## src/rtl/mem_arbiter_pkg.sv

```systemverilog
// Shared types for the instruction/data memory-port arbiter.
// Covers the FSM state, the grant owner and the timeout counter width.
package arvi_mem_pkg;

    typedef enum logic [1:0] {IDLE, BUSY_IC, BUSY_DM, RESP} arb_state_t;

    typedef enum logic {GNT_IC, GNT_DM} grant_t;

    // A disabled timeout (0) still gets a 1-bit counter so no zero-width vector appears.
    function automatic int cnt_width(input int timeout);
        return (timeout > 0) ? $clog2(timeout + 1) : 1;
    endfunction

endpackage

```

## src/rtl/mem_arbiter_if.sv

```systemverilog
// Bundle of the I-refill, D-memory and external memory ports of the arbiter.
// slave is the arbiter's view; master is the view of the core and memory around it.
interface mem_arbiter_if #(
    parameter int XLEN = 32
);
    logic              i_ic_req;
    logic [XLEN-1:0]   i_ic_addr;
    logic              o_ic_ready;
    logic [XLEN-1:0]   o_ic_data;
    logic              o_ic_err;

    logic              i_dm_req;
    logic              i_dm_we;
    logic [XLEN-1:0]   i_dm_addr;
    logic [XLEN-1:0]   i_dm_wdata;
    logic [XLEN/8-1:0] i_dm_be;
    logic              o_dm_ready;
    logic [XLEN-1:0]   o_dm_rdata;
    logic              o_dm_err;

    logic              o_mem_req;
    logic              o_mem_we;
    logic [XLEN-1:0]   o_mem_addr;
    logic [XLEN-1:0]   o_mem_wdata;
    logic [XLEN/8-1:0] o_mem_be;
    logic [XLEN-1:0]   i_mem_rdata;
    logic              i_mem_ack;

    modport slave (
        input  i_ic_req, i_ic_addr,
        output o_ic_ready, o_ic_data, o_ic_err,
        input  i_dm_req, i_dm_we, i_dm_addr, i_dm_wdata, i_dm_be,
        output o_dm_ready, o_dm_rdata, o_dm_err,
        output o_mem_req, o_mem_we, o_mem_addr, o_mem_wdata, o_mem_be,
        input  i_mem_rdata, i_mem_ack
    );

    modport master (
        output i_ic_req, i_ic_addr,
        input  o_ic_ready, o_ic_data, o_ic_err,
        output i_dm_req, i_dm_we, i_dm_addr, i_dm_wdata, i_dm_be,
        input  o_dm_ready, o_dm_rdata, o_dm_err,
        input  o_mem_req, o_mem_we, o_mem_addr, o_mem_wdata, o_mem_be,
        output i_mem_rdata, i_mem_ack
    );

endinterface

```

## src/rtl/mem_arbiter_arb_timeout_cnt.sv

```systemverilog
// Per-transaction wait counter; expired is high on the last allowed cycle.
// TIMEOUT of 0 disables expiry entirely.
module arb_timeout_cnt
    import arvi_mem_pkg::*;
#(
    parameter int TIMEOUT = 255
) (
    input  logic clk,
    input  logic rst_n,
    input  logic clr,
    input  logic en,
    output logic expired
);

    localparam int W = cnt_width(TIMEOUT);
    localparam logic [W-1:0] LAST = (TIMEOUT > 0) ? W'(TIMEOUT - 1) : '0;

    logic [W-1:0] cnt;

    always_ff @(posedge clk) begin
        if (!rst_n) begin
            cnt <= '0;
        end else if (clr) begin
            cnt <= '0;
        end else if (en) begin
            cnt <= cnt + W'(1);
        end
    end

    assign expired = (TIMEOUT > 0) && (cnt == LAST);

endmodule

```

## src/rtl/mem_arbiter.sv

```systemverilog
// Shares one memory port between the I-cache refill and D-memory ports.
// One transaction at a time, fields latched at grant, timeout turns a dead slave into an error.
module mem_arbiter
    import arvi_mem_pkg::*;
#(
    parameter int XLEN        = 32,
    parameter int DM_PRIORITY = 1,
    parameter int TIMEOUT     = 255
) (
    input  logic          i_clk,
    input  logic          i_rst,
    mem_arbiter_if.slave  bus
);

    arb_state_t state;
    grant_t     last_grant;
    logic       busy;
    logic       expired;
    logic       dm_wins;
    logic       done;

    assign busy = (state == BUSY_IC) || (state == BUSY_DM);
    assign done = bus.i_mem_ack || expired;

    // On a tie the data port wins outright, or whenever the I-side had the last turn.
    assign dm_wins = bus.i_dm_req &&
                     (!bus.i_ic_req || (DM_PRIORITY != 0) || (last_grant == GNT_IC));

    arb_timeout_cnt #(
        .TIMEOUT (TIMEOUT)
    ) u_timeout (
        .clk     (i_clk),
        .rst_n   (i_rst),
        .clr     (!busy),
        .en      (busy),
        .expired (expired)
    );

    always_ff @(posedge i_clk) begin
        if (!i_rst) begin
            state           <= IDLE;
            last_grant      <= GNT_IC;
            bus.o_ic_ready  <= 1'b0;
            bus.o_ic_data   <= '0;
            bus.o_ic_err    <= 1'b0;
            bus.o_dm_ready  <= 1'b0;
            bus.o_dm_rdata  <= '0;
            bus.o_dm_err    <= 1'b0;
            bus.o_mem_req   <= 1'b0;
            bus.o_mem_we    <= 1'b0;
            bus.o_mem_addr  <= '0;
            bus.o_mem_wdata <= '0;
            bus.o_mem_be    <= '0;
        end else begin
            bus.o_ic_ready <= 1'b0;
            bus.o_ic_err   <= 1'b0;
            bus.o_dm_ready <= 1'b0;
            bus.o_dm_err   <= 1'b0;
            case (state)
                IDLE: begin
                    if (dm_wins) begin
                        state           <= BUSY_DM;
                        bus.o_mem_req   <= 1'b1;
                        bus.o_mem_we    <= bus.i_dm_we;
                        bus.o_mem_addr  <= bus.i_dm_addr;
                        bus.o_mem_wdata <= bus.i_dm_wdata;
                        bus.o_mem_be    <= bus.i_dm_be;
                    end else if (bus.i_ic_req) begin
                        state           <= BUSY_IC;
                        bus.o_mem_req   <= 1'b1;
                        bus.o_mem_we    <= 1'b0;
                        bus.o_mem_addr  <= bus.i_ic_addr;
                        bus.o_mem_wdata <= '0;
                        bus.o_mem_be    <= '1;
                    end
                end
                BUSY_IC: begin
                    // An ack on the expiry cycle still counts as a good completion.
                    if (done) begin
                        state          <= RESP;
                        last_grant     <= GNT_IC;
                        bus.o_mem_req  <= 1'b0;
                        bus.o_ic_ready <= 1'b1;
                        bus.o_ic_err   <= !bus.i_mem_ack;
                        bus.o_ic_data  <= bus.i_mem_ack ? bus.i_mem_rdata : '0;
                    end
                end
                BUSY_DM: begin
                    if (done) begin
                        state          <= RESP;
                        last_grant     <= GNT_DM;
                        bus.o_mem_req  <= 1'b0;
                        bus.o_dm_ready <= 1'b1;
                        bus.o_dm_err   <= !bus.i_mem_ack;
                        bus.o_dm_rdata <= bus.i_mem_ack ? bus.i_mem_rdata : '0;
                    end
                end
                RESP: begin
                    // Requests are not looked at here, so a still-held request is not served twice.
                    state <= IDLE;
                end
                default: begin
                    state <= IDLE;
                end
            endcase
        end
    end

endmodule
```

## src/flat_wrapper.sv

```systemverilog
// flat-port wrapper written by rule: the top's interface ports become plain ports
module mem_arbiter_flat import arvi_mem_pkg::*;
#(
    parameter int XLEN        = 32,
    parameter int DM_PRIORITY = 1,
    parameter int TIMEOUT     = 255
)
  (i_clk, i_rst, bus_i_ic_req, bus_i_ic_addr, bus_o_ic_ready, bus_o_ic_data, bus_o_ic_err, bus_i_dm_req, bus_i_dm_we, bus_i_dm_addr, bus_i_dm_wdata, bus_i_dm_be, bus_o_dm_ready, bus_o_dm_rdata, bus_o_dm_err, bus_o_mem_req, bus_o_mem_we, bus_o_mem_addr, bus_o_mem_wdata, bus_o_mem_be, bus_i_mem_rdata, bus_i_mem_ack);
  mem_arbiter_if #(.XLEN(XLEN)) bus_i ();
  input  logic i_clk;
  input  logic i_rst;
  input wire logic [$bits(bus_i.i_ic_req)-1:0] bus_i_ic_req;
  input wire logic [$bits(bus_i.i_ic_addr)-1:0] bus_i_ic_addr;
  output wire logic [$bits(bus_i.o_ic_ready)-1:0] bus_o_ic_ready;
  output wire logic [$bits(bus_i.o_ic_data)-1:0] bus_o_ic_data;
  output wire logic [$bits(bus_i.o_ic_err)-1:0] bus_o_ic_err;
  input wire logic [$bits(bus_i.i_dm_req)-1:0] bus_i_dm_req;
  input wire logic [$bits(bus_i.i_dm_we)-1:0] bus_i_dm_we;
  input wire logic [$bits(bus_i.i_dm_addr)-1:0] bus_i_dm_addr;
  input wire logic [$bits(bus_i.i_dm_wdata)-1:0] bus_i_dm_wdata;
  input wire logic [$bits(bus_i.i_dm_be)-1:0] bus_i_dm_be;
  output wire logic [$bits(bus_i.o_dm_ready)-1:0] bus_o_dm_ready;
  output wire logic [$bits(bus_i.o_dm_rdata)-1:0] bus_o_dm_rdata;
  output wire logic [$bits(bus_i.o_dm_err)-1:0] bus_o_dm_err;
  output wire logic [$bits(bus_i.o_mem_req)-1:0] bus_o_mem_req;
  output wire logic [$bits(bus_i.o_mem_we)-1:0] bus_o_mem_we;
  output wire logic [$bits(bus_i.o_mem_addr)-1:0] bus_o_mem_addr;
  output wire logic [$bits(bus_i.o_mem_wdata)-1:0] bus_o_mem_wdata;
  output wire logic [$bits(bus_i.o_mem_be)-1:0] bus_o_mem_be;
  input wire logic [$bits(bus_i.i_mem_rdata)-1:0] bus_i_mem_rdata;
  input wire logic [$bits(bus_i.i_mem_ack)-1:0] bus_i_mem_ack;
  assign bus_i.i_ic_req = bus_i_ic_req;
  assign bus_i.i_ic_addr = bus_i_ic_addr;
  assign bus_o_ic_ready = bus_i.o_ic_ready;
  assign bus_o_ic_data = bus_i.o_ic_data;
  assign bus_o_ic_err = bus_i.o_ic_err;
  assign bus_i.i_dm_req = bus_i_dm_req;
  assign bus_i.i_dm_we = bus_i_dm_we;
  assign bus_i.i_dm_addr = bus_i_dm_addr;
  assign bus_i.i_dm_wdata = bus_i_dm_wdata;
  assign bus_i.i_dm_be = bus_i_dm_be;
  assign bus_o_dm_ready = bus_i.o_dm_ready;
  assign bus_o_dm_rdata = bus_i.o_dm_rdata;
  assign bus_o_dm_err = bus_i.o_dm_err;
  assign bus_o_mem_req = bus_i.o_mem_req;
  assign bus_o_mem_we = bus_i.o_mem_we;
  assign bus_o_mem_addr = bus_i.o_mem_addr;
  assign bus_o_mem_wdata = bus_i.o_mem_wdata;
  assign bus_o_mem_be = bus_i.o_mem_be;
  assign bus_i.i_mem_rdata = bus_i_mem_rdata;
  assign bus_i.i_mem_ack = bus_i_mem_ack;
  mem_arbiter #(.XLEN(XLEN), .DM_PRIORITY(DM_PRIORITY), .TIMEOUT(TIMEOUT)) u_core (.i_clk(i_clk), .i_rst(i_rst), .bus(bus_i));
endmodule
```

## config.mk

```make
export PLATFORM = sky130hd
export DESIGN_NAME = mem_arbiter_flat
export DESIGN_NICKNAME = d
export VERILOG_FILES = /design/src/rtl/mem_arbiter_pkg.sv /design/src/rtl/mem_arbiter_if.sv /design/src/rtl/mem_arbiter_arb_timeout_cnt.sv /design/src/rtl/mem_arbiter.sv /design/src/flat_wrapper.sv
export SDC_FILE = /design/constraint.sdc
export NUM_CORES = 1
export LEC_CHECK = 0
export BUFFER_PORTS_ARGS = -buffer_cell sky130_fd_sc_hd__buf_2
export CORE_UTILIZATION = 49
export DETAILED_ROUTE_END_ITERATION = 10
export PLACE_DENSITY = 0.85
export RECOVER_POWER = 25
export SLEW_MARGIN = 20
export SYNTH_ARGS = -nofsm -noshare
export SYNTH_HDL_FRONTEND = slang
export SYNTH_SLANG_ARGS = --single-unit
export TNS_END_PERCENT = 10
```

## constraint.sdc

```tcl
create_clock -name i_clk -period 5 [get_ports i_clk]
set_clock_uncertainty 0.1 [all_clocks]
set_input_delay 0.5 -clock i_clk [delete_from_list [all_inputs] [get_ports i_clk]]
set_output_delay 0.5 -clock i_clk [all_outputs]
set_load 0.005 [all_outputs]
```

**After elaboration in Yosys (flattened, before gate mapping)**

Cells that the tools add are included.

- Register bits: 148
- Output and inout port bits: 138

- Muxes and demuxes: 19
- Reductions and logical operators: 15
- Add/sub/neg operators: 1
- Eq/ne operators: 6

Operator list:

| cell | number |
|---|---|
| 2-to-1 mux 32 bit | 5 |
| AND reduction 2 bit | 7 |
| adder 8 x 1 -> 8 bit, second input constant | 1 |
| == test 8 bit, second input constant | 1 |
| 2-to-1 mux 4 bit | 2 |
| 2-to-1 mux 1 bit | 7 |
| 2-to-1 mux 2 bit | 3 |
| case mux 2 bit (3 select lines) | 1 |
| == test 2 bit, second input constant | 2 |
| nonzero test 2 bit | 2 |
| != test 3 bit, second input constant | 1 |
| AND reduction 3 bit | 1 |
| == test 2 x 1 -> 1 bit, second input constant | 1 |
| logical NOT 2 bit | 1 |
| logical OR 1 bit | 2 |
| != test 2 x 1 -> 1 bit, second input constant | 1 |
| case mux 1 bit (2 select lines) | 1 |
| OR reduction 2 bit | 1 |
| logical NOT 1 bit | 1 |

**Logic depth before layout (Yosys ltp)**

- Word-level depth: 4
- Depth in mapped cells: 7
- Depth with buffers taken out: 6

**Modules after synthesis**

A second synthesis with hierarchy kept.

- Cell total of the unflattened synthesis: 522
- Area, all modules: 5676.7 sq um

By module, submodules not included:

| module | seq. area each (sq um) | times used | cells an instance | area each (sq um) |
|---|---|---|---|---|
| mem_arbiter | 2802.7 | 1 | 480 | 5311.3 |
| arb_timeout_cnt | 160.2 | 1 | 42 | 365.4 |

**Least setup slack after synthesis**

Ideal clock, no wire load.

- Kind: register to register
- From: register u_core.state[0]
- To: register u_core.bus.o_mem_addr[11]
- Path slack: 3.369 ns
- Arrival: 1.414 ns
- Stages on the path, launching flop included: 8
- Path through: dfxtp_1 inv_1 ha_1 nor2b_1 clkbuf_1 buf_2 buf_2 o211a_1

- Longest elaborated chain between the ends: 2

RTL lines:

| element | RTL line | RTL |
|---|---|---|
| from (decl) | mem_arbiter.sv:15 | `arb_state_t state;` |
| from (signal assigned) | mem_arbiter.sv:41 | `state <= IDLE;` |
| from (signal assigned) | mem_arbiter.sv:62 | `state <= BUSY_DM;` |
| from (signal assigned) | mem_arbiter.sv:69 | `state <= BUSY_IC;` |
| logical NOT 2 bit | mem_arbiter.sv:59 | `case (state)` |
| AND reduction 2 bit (no source line) | -- |  |
| to (signal assigned) | mem_arbiter.sv:65 | `bus.o_mem_addr <= bus.i_dm_addr;` |
| to (signal assigned) | mem_arbiter.sv:72 | `bus.o_mem_addr <= bus.i_ic_addr;` |
| to (decl) | mem_arbiter_if.sv:34 | `output o_mem_req, o_mem_we, o_mem_addr, o_mem_wdata, o_mem_be,` |

No other way between the ends.
A chain may end at the register's enable or synchronous reset.

**Worst setup path in the final report**

- From: input port bus_i_dm_req
- To: register u_core.bus.o_mem_addr[26]

- Longest elaborated chain between the ends: 2
- Elaborated cells on any way between the ends: 3
- Classes of those cells: mux (1); reduce/logical (2)

RTL lines:

| element | RTL line | RTL |
|---|---|---|
| from (decl) | flat_wrapper.sv:17 | `input wire logic [$bits(bus_i.i_dm_req)-1:0] bus_i_dm_req;` |
| nonzero test 2 bit (no source line) | -- |  |
| AND reduction 2 bit (no source line) | -- |  |

Parallel ways exist; a longest one is shown, timed or not.

==> summary.txt <==
STA
  • Final min period: 2.39 ns
  • Slew @ Worst Pin: 0.955 ns
  • Crit share post-route: 47.8%
  • Slew Viols, Final: 0
  • Final worst slack: 2.61 ns
  • Setup violators final: 0
  • Setup TNS: 0 ns
  • Worst hold slack: 0.216 ns
  • Hold Vio Cnt, Final: 0
  • RSZ-0062 raised after global routing: no
  • Max-slew headroom: 36.2%
  • Peak Freq: 418 MHz

Critical path
  • Crit path max fanout: 39
  • Worst EP arrival: 2.60 ns
  • Critical path, cell by cell: buf_2 -> buf_4 -> nor2_1 -> nor2b_4 -> buf_4 -> nand2_1 -> o211a_1
  • Startpoint Class: primary input
  • CP max stage delay: 0.61 ns
  • Crit path buf inv count: 3
  • Crit path max-delay family: buffers and inverters
  • Critical path's most frequent cell: buf_4
  • Critical Path End Type: flop
  • Slowest-stage cell, CP: nor2b_4
  • Worst endpoint required time: 5.20 ns
  • Kind of critical path: primary input to flop

CTS
  • Num CTS Buffers: 17
  • Post-CTS Resized: 0
  • H-tree Lvls: 4
  • Clock buffer depth: 2
  • Postcts setup bufs: 0
  • CTS root buf: clkbuf_16
  • Clk_lat worst skew: 0.41 ns
  • Clock sinks: 148
  • Clock-pin transition on the worst setup and hold timing paths: 0.06 ns
  • CTS tree: yes
  • CTS Hold Bufs: 0

Global route
  • Via count of the first global-routing pass: 4705
  • Largest net degree at the start of global routing: 84
  • Initial antenna violation count: 0
  • GRT overflow: 0
  • First-pass GRT wire length: 22.7 mm
  • GRT Overall Usage: 25.1%

Finish
  • Final core utilization: 67.8%
  • N_diodes: 0
  • Layout cells sized above 1: 38.2%
  • Fin nets: 887
  • Most frequent cells in the layout: buf_2, dfxtp_1, a32o_1, nand2_1, clkbuf_1
  • Area growth, synth to finish: 33.2%
  • Commonest non-fill, non-tap cell in the layout: buf_2
  • Final Non-Filler Cells: 894

Synthesis
  • Post-synthesis sequential area ratio: 53.2%
  • Cells after Synth: 494
  • Syn nets: 638
  • Synth area leaders: dfxtp_1, a32o_1, mux2i_1
  • Synth unique cells: 38
  • Mapped cell area: 5570 um2
  • Synth top area share: 53.2%
  • Yosys top cell by area: dfxtp_1
  • Flops & latches, synth: 148
  • Mean post-synth cell area: 11.3 um2
  • Number of synthesis warnings: 0

Place
  • Routability cong.: 0.770
  • Inst Count DP: 864
  • Hpwl dp: 10.8 mm
  • Setup WS pre-CTS: 2.17 ns
  • IO buf count: 275

Power
  • Worst IR Drop VDD: 0.000317 V
  • P_int: 2.59 mW
  • Comb power frac: 25.8%
  • Switching Power: 1.13 mW
  • Switch share: 30.4%
  • Leakage power: 3.70 nW
  • Seq pwr share: 41.6%
  • P per Cell Area: 501 nW/um2
  • Clock power frac: 32.7%

Route
  • DR pass1 iterations: 5
  • Total wire length: 15.2 mm
  • Post-DR vias/cell: 5.54
  • Avg WL per Cell: 17.0 um
  • DR DRC count: 0
  • Via count: 4954
  • Final ANT Viol Nets: 0
  • 1st-iter DRT viols: 371

Floorplanning
  • Die Y: 109 um
  • DIE AREA: 11800 um2
  • IO Count: 276
  • Die extent in x: 109 um
  • Initial core utilization: 50.9%
  • CORE AREA: 10900 um2
  • # rows: 38

Min path
  • Worst hold path class: primary input to flop

Status
  • Outcome: finished clean

Job
  • MaxCap Viol Count: 0
-- Yosys cell counts --
library cell  count
o211a_1          32
o311ai_0          1
nand3_1           3
and2_1            3
a21oi_1           2
or3_1             2
a32o_1           46
nand4_1           1
a22o_2            2
nor2_1            9
o21ai_0           5
inv_1             4
a21boi_4          2
and3_1            2
o221a_2           4
clkbuf_1         29
dfxtp_1         148
buf_1             2
a22oi_2           1
a41oi_1           1
nand2_1          42
and3_2            1
nor3_1            2
buf_2            10
mux2i_1          34
a41o_4            1
nor2b_1          34
buf_12            1
buf_6             7
a22oi_1          33
xor2_1            3
a22o_1           16
o211ai_1          1
o21ai_1           1
xnor2_1           1
and4_4            1
a21boi_0          1
ha_1              6
-- worst register-to-register path, stage by stage (launching register included) --
cell     delay [ns]
dfxtp_1        0.32
inv_1          0.10
ha_1           0.30
nor2b_4        0.65
buf_4          0.44
nand2_1        0.11
o211a_1        0.14
-- stage by stage --
step	total power [mW]	area [um2]
2_1_floorplan	2.14	5570
3_3_place_gp	2.48	6900
3_5_place_dp	2.53	6900
4_1_cts	3.75	7460
5_1_grt	3.91	7420
6_report	3.72	7420
-- final timing paths --
path	start	end	slack [ns]	depth (start not counted)
setup / recovery	bus_i_dm_req	u_core.bus.o_mem_addr[26]$_SDFFE_PN0P_	2.61	7
hold / removal	bus_i_mem_rdata[27]	u_core.bus.o_ic_data[27]$_SDFFE_PN0P_	0.22	2
setup reg to reg	u_core.state[0]$_SDFFE_PN0P_	u_core.bus.o_mem_addr[26]$_SDFFE_PN0P_	2.72	6
hold reg to reg	u_core.bus.o_dm_rdata[0]$_SDFFE_PN0P_	u_core.bus.o_dm_rdata[0]$_SDFFE_PN0P_	0.36	1
-- kinds of logic after synthesis --
| group | Yosys count | share of synthesized area [%] |
|---|---|---|
| AO/OA/AOI/OAI | 149 | 24.7 |
| XOR/XNOR | 4 | 0.629 |
| adder cells (fa/ha/maj) | 6 | 1.35 |
| buffers and inverters | 53 | 5.03 |
| flip-flops | 148 | 53.2 |
| multiplexers | 34 | 6.11 |
| AND/OR/NAND/NOR | 100 | 8.94 |
-- power by group through the flow --
stage          Clock, mW  Combinational [mW]  Sequential [mW]
4_1_cts             1.23               0.977             1.54
2_1_floorplan          0               0.566             1.57
5_1_grt             1.29                1.05             1.57
3_3_place_gp           0               0.935             1.55
3_5_place_dp           0               0.972             1.56
6_report            1.21               0.958             1.55
-- flip-flops by register name (all words and copies together), names as in the netlist --
signal                  flops
u_core.bus.o_mem_addr      32
u_core.bus.o_dm_rdata      32
u_core.bus.o_ic_err         1
u_core.bus.o_ic_ready       1
u_core.state                2
u_core.bus.o_dm_ready       1
u_core.u_timeout.cnt        8
u_core.bus.o_ic_data       32
u_core.bus.o_dm_err         1
u_core.bus.o_mem_wdata     32
u_core.bus.o_mem_req        1
u_core.bus.o_mem_be         4
u_core.bus.o_mem_we         1
-- per-layer routing --
metal | GRT usage (%) | share of wire, %
met5 | 0 | 0
met4 | 11.5 | 2.5
met3 | 8.13 | 8.0
met2 | 44.8 | 51
met1 | 26.9 | 39
-- final cells by class --
| cell class | instances | area, um2 |
|---|---|---|
| repair buffers | 279 | 1360 |
| well taps | 140 | 175 |
| multi-input cells | 293 | 2340 |
| clock inverters | 10 | 109 |
| flip-flops and latches | 148 | 2960 |
| fillers | 865 | 3520 |
| inverters | 4 | 15.0 |
| clock buffers | 20 | 457 |
(Power assumes the default switching activity.)
